===== config.mk =====
export PLATFORM = sky130hd
export DESIGN_NAME = hazard_unit_mc
export DESIGN_NICKNAME = d
export VERILOG_FILES = /design/src/rtl/hazard_pkg.sv /design/src/rtl/div_stall_fsm.sv /design/src/rtl/hazard_unit_mc.sv
export SDC_FILE = /design/constraint.sdc
export NUM_CORES = 1
export LEC_CHECK = 0
export BUFFER_PORTS_ARGS = -buffer_cell sky130_fd_sc_hd__buf_4
export CAP_MARGIN = 40
export CORE_AREA = 10 10 87 89
export CTS_BUF_LIST = sky130_fd_sc_hd__clkbuf_4 sky130_fd_sc_hd__clkbuf_8 sky130_fd_sc_hd__clkbuf_16
export DETAILED_ROUTE_END_ITERATION = 10
export DIE_AREA = 0 0 97 99
export HOLD_SLACK_MARGIN = 0.1
export PLACE_DENSITY = 0.86
export SLEW_MARGIN = 30
export SYNTH_ARGS = -nofsm -noshare
export SYNTH_HDL_FRONTEND = slang
export SYNTH_SLANG_ARGS = --single-unit

===== constraint.sdc =====
create_clock -name clk -period 2.6 [get_ports clk]
set_input_delay 0.13 -clock clk [delete_from_list [all_inputs] [get_ports clk]]
set_output_delay 0.13 -clock clk [all_outputs]
set_load 0.02 [all_outputs]

===== src/rtl/hazard_pkg.sv =====
// Shared encodings for the pipeline hazard/forwarding controller.
package hazard_pkg;

  localparam logic [1:0] FWD_RF = 2'b00;
  localparam logic [1:0] FWD_W  = 2'b01;
  localparam logic [1:0] FWD_M  = 2'b10;

  typedef enum logic [1:0] {
    DIV_IDLE = 2'd0,
    DIV_BUSY = 2'd1,
    DIV_DONE = 2'd2
  } div_state_t;

endpackage


===== src/rtl/div_stall_fsm.sv =====
// Sequences a multi-cycle divide in E: holds E until the quotient is ready,
// then strobes divDone once. An M-stage exception abandons the divide.
module div_stall_fsm
  import hazard_pkg::*;
#(
  parameter int DIV_CYCLES = 32
) (
  input  logic clk,
  input  logic resetn,
  input  logic divE,
  input  logic exceptM,
  input  logic memwait,
  output logic divBusy,
  output logic divDone,
  output logic divStall
);

  localparam int CW = $clog2(DIV_CYCLES);
  localparam logic [CW-1:0] CNT_LOAD = CW'(DIV_CYCLES - 2);
  localparam logic [CW-1:0] CNT_LAST = CW'(1);

  div_state_t      state;
  logic [CW-1:0]   cnt;

  always_ff @(posedge clk) begin
    if (!resetn) begin
      state <= DIV_IDLE;
      cnt   <= '0;
    end else if (exceptM) begin
      state <= DIV_IDLE;
      cnt   <= '0;
    end else begin
      unique case (state)
        DIV_IDLE: begin
          if (divE && !memwait) begin
            state <= DIV_BUSY;
            cnt   <= CNT_LOAD;
          end
        end
        // The IDLE and DONE cycles bracket the BUSY run, so BUSY lasts DIV_CYCLES-2 cycles.
        DIV_BUSY: begin
          cnt <= cnt - CNT_LAST;
          if (cnt <= CNT_LAST) state <= DIV_DONE;
        end
        DIV_DONE: begin
          if (!memwait) state <= DIV_IDLE;
        end
        default: state <= DIV_IDLE;
      endcase
    end
  end

  assign divBusy  = (state != DIV_IDLE);
  assign divDone  = (state == DIV_DONE) && !memwait && !exceptM;
  assign divStall = divE && (state != DIV_DONE);

endmodule


===== src/rtl/hazard_unit_mc.sv =====
// Hazard/forwarding controller for the 5-stage pipeline: forwarding selects,
// prioritised stall/flush generation and a saturating stall-cycle counter.
module hazard_unit_mc
  import hazard_pkg::*;
#(
  parameter int REG_AW     = 5,
  parameter int DIV_CYCLES = 32,
  parameter int CNT_W      = 32
) (
  input  logic              clk,
  input  logic              resetn,
  input  logic [REG_AW-1:0] rsD,
  input  logic [REG_AW-1:0] rtD,
  input  logic              branchD,
  input  logic              jrD,
  input  logic              jalrD,
  input  logic [REG_AW-1:0] rsE,
  input  logic [REG_AW-1:0] rtE,
  input  logic [REG_AW-1:0] writeregE,
  input  logic              regwriteE,
  input  logic              memtoregE,
  input  logic              divE,
  input  logic [REG_AW-1:0] writeregM,
  input  logic              regwriteM,
  input  logic              memtoregM,
  input  logic              memreqM,
  input  logic              memackM,
  input  logic              exceptM,
  input  logic [REG_AW-1:0] writeregW,
  input  logic              regwriteW,
  output logic              forwardaD,
  output logic              forwardbD,
  output logic [1:0]        forwardaE,
  output logic [1:0]        forwardbE,
  output logic              stallF,
  output logic              stallD,
  output logic              stallE,
  output logic              stallM,
  output logic              flushD,
  output logic              flushE,
  output logic              flushM,
  output logic              flushW,
  output logic              div_busy,
  output logic              div_done,
  output logic [CNT_W-1:0]  stall_cnt
);

  logic memwait, divStall, lwStall, branchStall, jrStall, baseD;

  // M wins over W because it holds the younger write to the same register.
  function automatic logic [1:0] fwdSelE(input logic [REG_AW-1:0] src,
                                         input logic [REG_AW-1:0] wrM, input logic weM,
                                         input logic [REG_AW-1:0] wrW, input logic weW);
    if (src != '0 && weM && src == wrM)      return FWD_M;
    else if (src != '0 && weW && src == wrW) return FWD_W;
    else                                     return FWD_RF;
  endfunction

  assign forwardaD = (rsD != '0) && regwriteM && (rsD == writeregM);
  assign forwardbD = (rtD != '0) && regwriteM && (rtD == writeregM);
  assign forwardaE = fwdSelE(rsE, writeregM, regwriteM, writeregW, regwriteW);
  assign forwardbE = fwdSelE(rtE, writeregM, regwriteM, writeregW, regwriteW);

  assign lwStall     = memtoregE && ((rtE == rsD) || (rtE == rtD));
  assign branchStall = branchD &&
                       ((regwriteE && ((writeregE == rsD) || (writeregE == rtD))) ||
                        (memtoregM && ((writeregM == rsD) || (writeregM == rtD))));
  assign jrStall     = (jrD || jalrD) && regwriteE && (writeregE == rsD);
  assign baseD       = lwStall || branchStall || jrStall;
  assign memwait     = memreqM && !memackM;

  div_stall_fsm #(.DIV_CYCLES(DIV_CYCLES)) u_div (
    .clk      (clk),
    .resetn   (resetn),
    .divE     (divE),
    .exceptM  (exceptM),
    .memwait  (memwait),
    .divBusy  (div_busy),
    .divDone  (div_done),
    .divStall (divStall)
  );

  always_comb begin
    stallF = 1'b0; stallD = 1'b0; stallE = 1'b0; stallM = 1'b0;
    flushD = 1'b0; flushE = 1'b0; flushM = 1'b0; flushW = 1'b0;
    if (resetn) begin
      // The exception flush lets the handler fetch proceed, so it drops every stall.
      if (exceptM) begin
        flushD = 1'b1; flushE = 1'b1; flushM = 1'b1; flushW = 1'b1;
      end else if (memwait) begin
        stallF = 1'b1; stallD = 1'b1; stallE = 1'b1; stallM = 1'b1;
        flushW = 1'b1;
      end else if (divStall) begin
        stallF = 1'b1; stallD = 1'b1; stallE = 1'b1;
        flushM = 1'b1;
      end else if (baseD) begin
        stallF = 1'b1; stallD = 1'b1;
        flushE = 1'b1;
      end
    end
  end

  always_ff @(posedge clk) begin
    if (!resetn)                              stall_cnt <= '0;
    else if (stallF && (stall_cnt != '1))     stall_cnt <= stall_cnt + CNT_W'(1);
  end

endmodule


==> qor.yml <==
status:
  status: "complete, no violations"
synthesis:
  seq_area_frac_synth: 0.2773
  netlist_area_mm2: 0.002815
  synth_adder_area_share: 0.01333
  yosysWarnings: 0
  synth_top_area_cell: "dfxtp_1"
  synth_area_leaders: "dfxtp_1, xnor2_1, xor2_1, o31ai_1, or4_1"
  synth_ff_type: "dfxtp_1"
  ys_ff_latch: 39
  synth_cell_types: 49
  synth-xor-area-share: 0.1556
  synth_edf_count: 0
  avgSynthCellArea_um2: 7.953
  synth_top_family_by_area: "simple AND/OR/NAND/NOR gates"
  yosys.area_share.simple: 0.2973
  synthArstFlopShare: 0
  syn_inst: 354
  synth_compound_area_frac: 0.1956
  synthDominantCellAreaShare: 0.2773
  muxShareOfSynthArea: 0.003556
  synth_nets: 406
job:
  maxCapViolations: 0
floorplanning:
  start_util: 0.4812
  die_area_mm2: 0.009603
  io_pins: 97
  core_area_mm2: 0.005851
  rows: 28
  die_x_um: 97
  fp.dieH_um: 99
critical_path:
  critPathKind: "reg -> reg"
  worstSetupEndpointType: "register"
  cp_max_fo: 16
  crit_slowest_cell: "or4_1"
  worstPathRequired_ns: 2.83
  crit_chain: "and4_1, nand3_2, nor4_2, and3_1, buf_4, or4_1, or3_1, a21oi_1"
  critical_path.startpoint_type: "register"
  arrival_ns: 2.51
  worst_path_largest_cell_delay_ns: 0.49
global_routing:
  antenna_found_initial: 0
  grt-ovfl-total: 0
  grt_max_degree: 58
  grt_pass1_wl_mm: 14.71
  first_global_vias: 3086
  grtUsageTotal: 0.1752
sta:
  fin_crit_sh: 0.8781
  worst_clock_skew_ns: 0.006953
  rsz0062_at_grt: "no"
  drv_slew: 0
  tightest_slew_ns: 0.4472
  max_clock_freq_ghz: 0.4380
  maxSlewHeadroom: 0.7014
  period_minus_slack_ns: 2.283
  setup_violations: 0
  fin_setup_tns_ns: 0
  report.final.hold_viol_count: 0
finish:
  drive_above_1_share: 0.2591
  mostFrequentLayoutCells: "buf_4, dfxtp_1, a21oi_1, xnor2_1, xor2_1"
  synthToLayoutAreaGrowth_pct: 29.07
  final_nets: 491
  stdcell_area_mm2: 0.003633
  fill_cells: 504
  antenna_cells: 0
  final_common_cell: "buf_4"
clock_network:
  clockBufferDepth: 2
  tritoncts: "yes"
  insertion_delay_ns: 0.30
  cts_setup_buffers: 0
  clock-sinks: 39
  cts_root_buf: "clkbuf_8"
  cts_resized: 0
  htreeDepth: 2
  clk_pin_slew_ns: 0.08
  hold_buffers: 0
  cts_inserted_buffers: 5
pwr:
  vdd_drop_max_uv: 248.2
  p_per_area_mw_per_mm2: 362.3
  leakage_nw: 1.382
  p_total_mw: 1.316
routing:
  ant_nets: 0
  vias_per_cell: 5.998
  drt_iter0_markers: 190
  wl_per_cell_um: 17.17
  drc: 0
  vias: 3089
  drt_first_pass_iters: 4
  routed_wl_mm: 8.844
placement:
  place_congestion: 0.8628
  dp_hpwl_mm: 6.991
  placed_area_mm2: 0.003545
  io_buffers: 96
min_path:
  hp-class: "in -> reg"
-- synthesized netlist by cell type, drive strengths merged (2+ instances only) --
library cell  count
a211oi            3
nor3              6
nand4            13
nor2             21
nand2            23
o311ai            4
or4              21
inv               7
ha                3
o31a              2
and4              4
xor2             24
o211ai            4
nand2b            5
a31oi             2
nand4b            2
and3             10
nor4             11
o21a              2
xnor2            26
clkbuf           11
or2               2
or3               5
and2              3
buf              12
o31ai            23
a21oi            28
nand3            16
o21ai            11
dfxtp            39
-- routing by layer --
metal,vias to the layer above,track usage,wire length (µm)
li1,1504,-,-
met1,1446,0.1977,3792
met2,123,0.2932,4075
met3,16,0.07123,817
met4,0,0.05902,159
met5,-,0,0
-- area by class of cell --
| type | instances | area [µm²] | share of cell area |
|---|---|---|---|
| Clock inverter | 1 | 5.005 | 0.001377 |
| Tap cell | 75 | 93.84 | 0.02583 |
| Multi-Input combinational cell | 285 | 1873 | 0.5155 |
| Inverter | 7 | 26.28 | 0.007231 |
| Clock buffer | 7 | 83.83 | 0.02307 |
| Timing Repair Buffer | 101 | 770.7 | 0.2121 |
| Sequential cell | 39 | 780.7 | 0.2149 |
-- power by group --
part           switching (mW)  total (mW)  internal [mW]  leakage (nW)
logic                   0.151       0.285          0.134          1.02
registers             0.00904       0.613          0.604         0.315
clock network           0.209       0.418          0.209        0.0491
total                   0.369        1.32          0.947          1.38
-- through the flow --
stage	utilization	cells	worst slack, ns	hold slack [ns]
final	0.6210	515	0.3171	0.1667
after global routing	0.6210	515	0.1769	0.1688
after CTS	0.6210	515	0.3215	0.1608
after detailed placement	0.6059	507	0.3587	0.4761
after global placement	0.6059	507	0.4169	0.4671
after floorplan	-	354	0.3391	0.2828
-- critical path: cells and delay by family (launching register included) --
| kind | cells | cell delay, ns |
|---|---|---|
| flops | 1 | 0.37 |
| simple gates | 6 | 1.52 |
| buf+inv | 1 | 0.19 |
| compound gates | 1 | 0.14 |
-- cell families (layout without fill, tap and decap cells) --
group,count (synthesis),count (layout)
buffers and inverters,30,116
xor gates and xnor gates,50,50
DFF,39,39
muxes,1,1
and+or+nand+nor,146,146
AOI/OAI and AO/OA,85,85
adders and majority gates,3,3
-- final timing paths --
check	from	end	slack, ns	cells after the start
worst min register to register	stall_cnt[14]	stall_cnt[14]	0.48	2
worst max-delay path	stall_cnt[4]	stall_cnt[27]	0.32	8
worst min-delay path	resetn	stall_cnt[6]	0.17	2
worst max register to register	stall_cnt[4]	stall_cnt[27]	0.32	8
-- registers in the layout (all words and copies together) (netlist names) --
name         cells
stall_cnt       32
u_div.state      2
u_div.cnt        5
No activity file was read; power rests on OpenSTA's default activity.
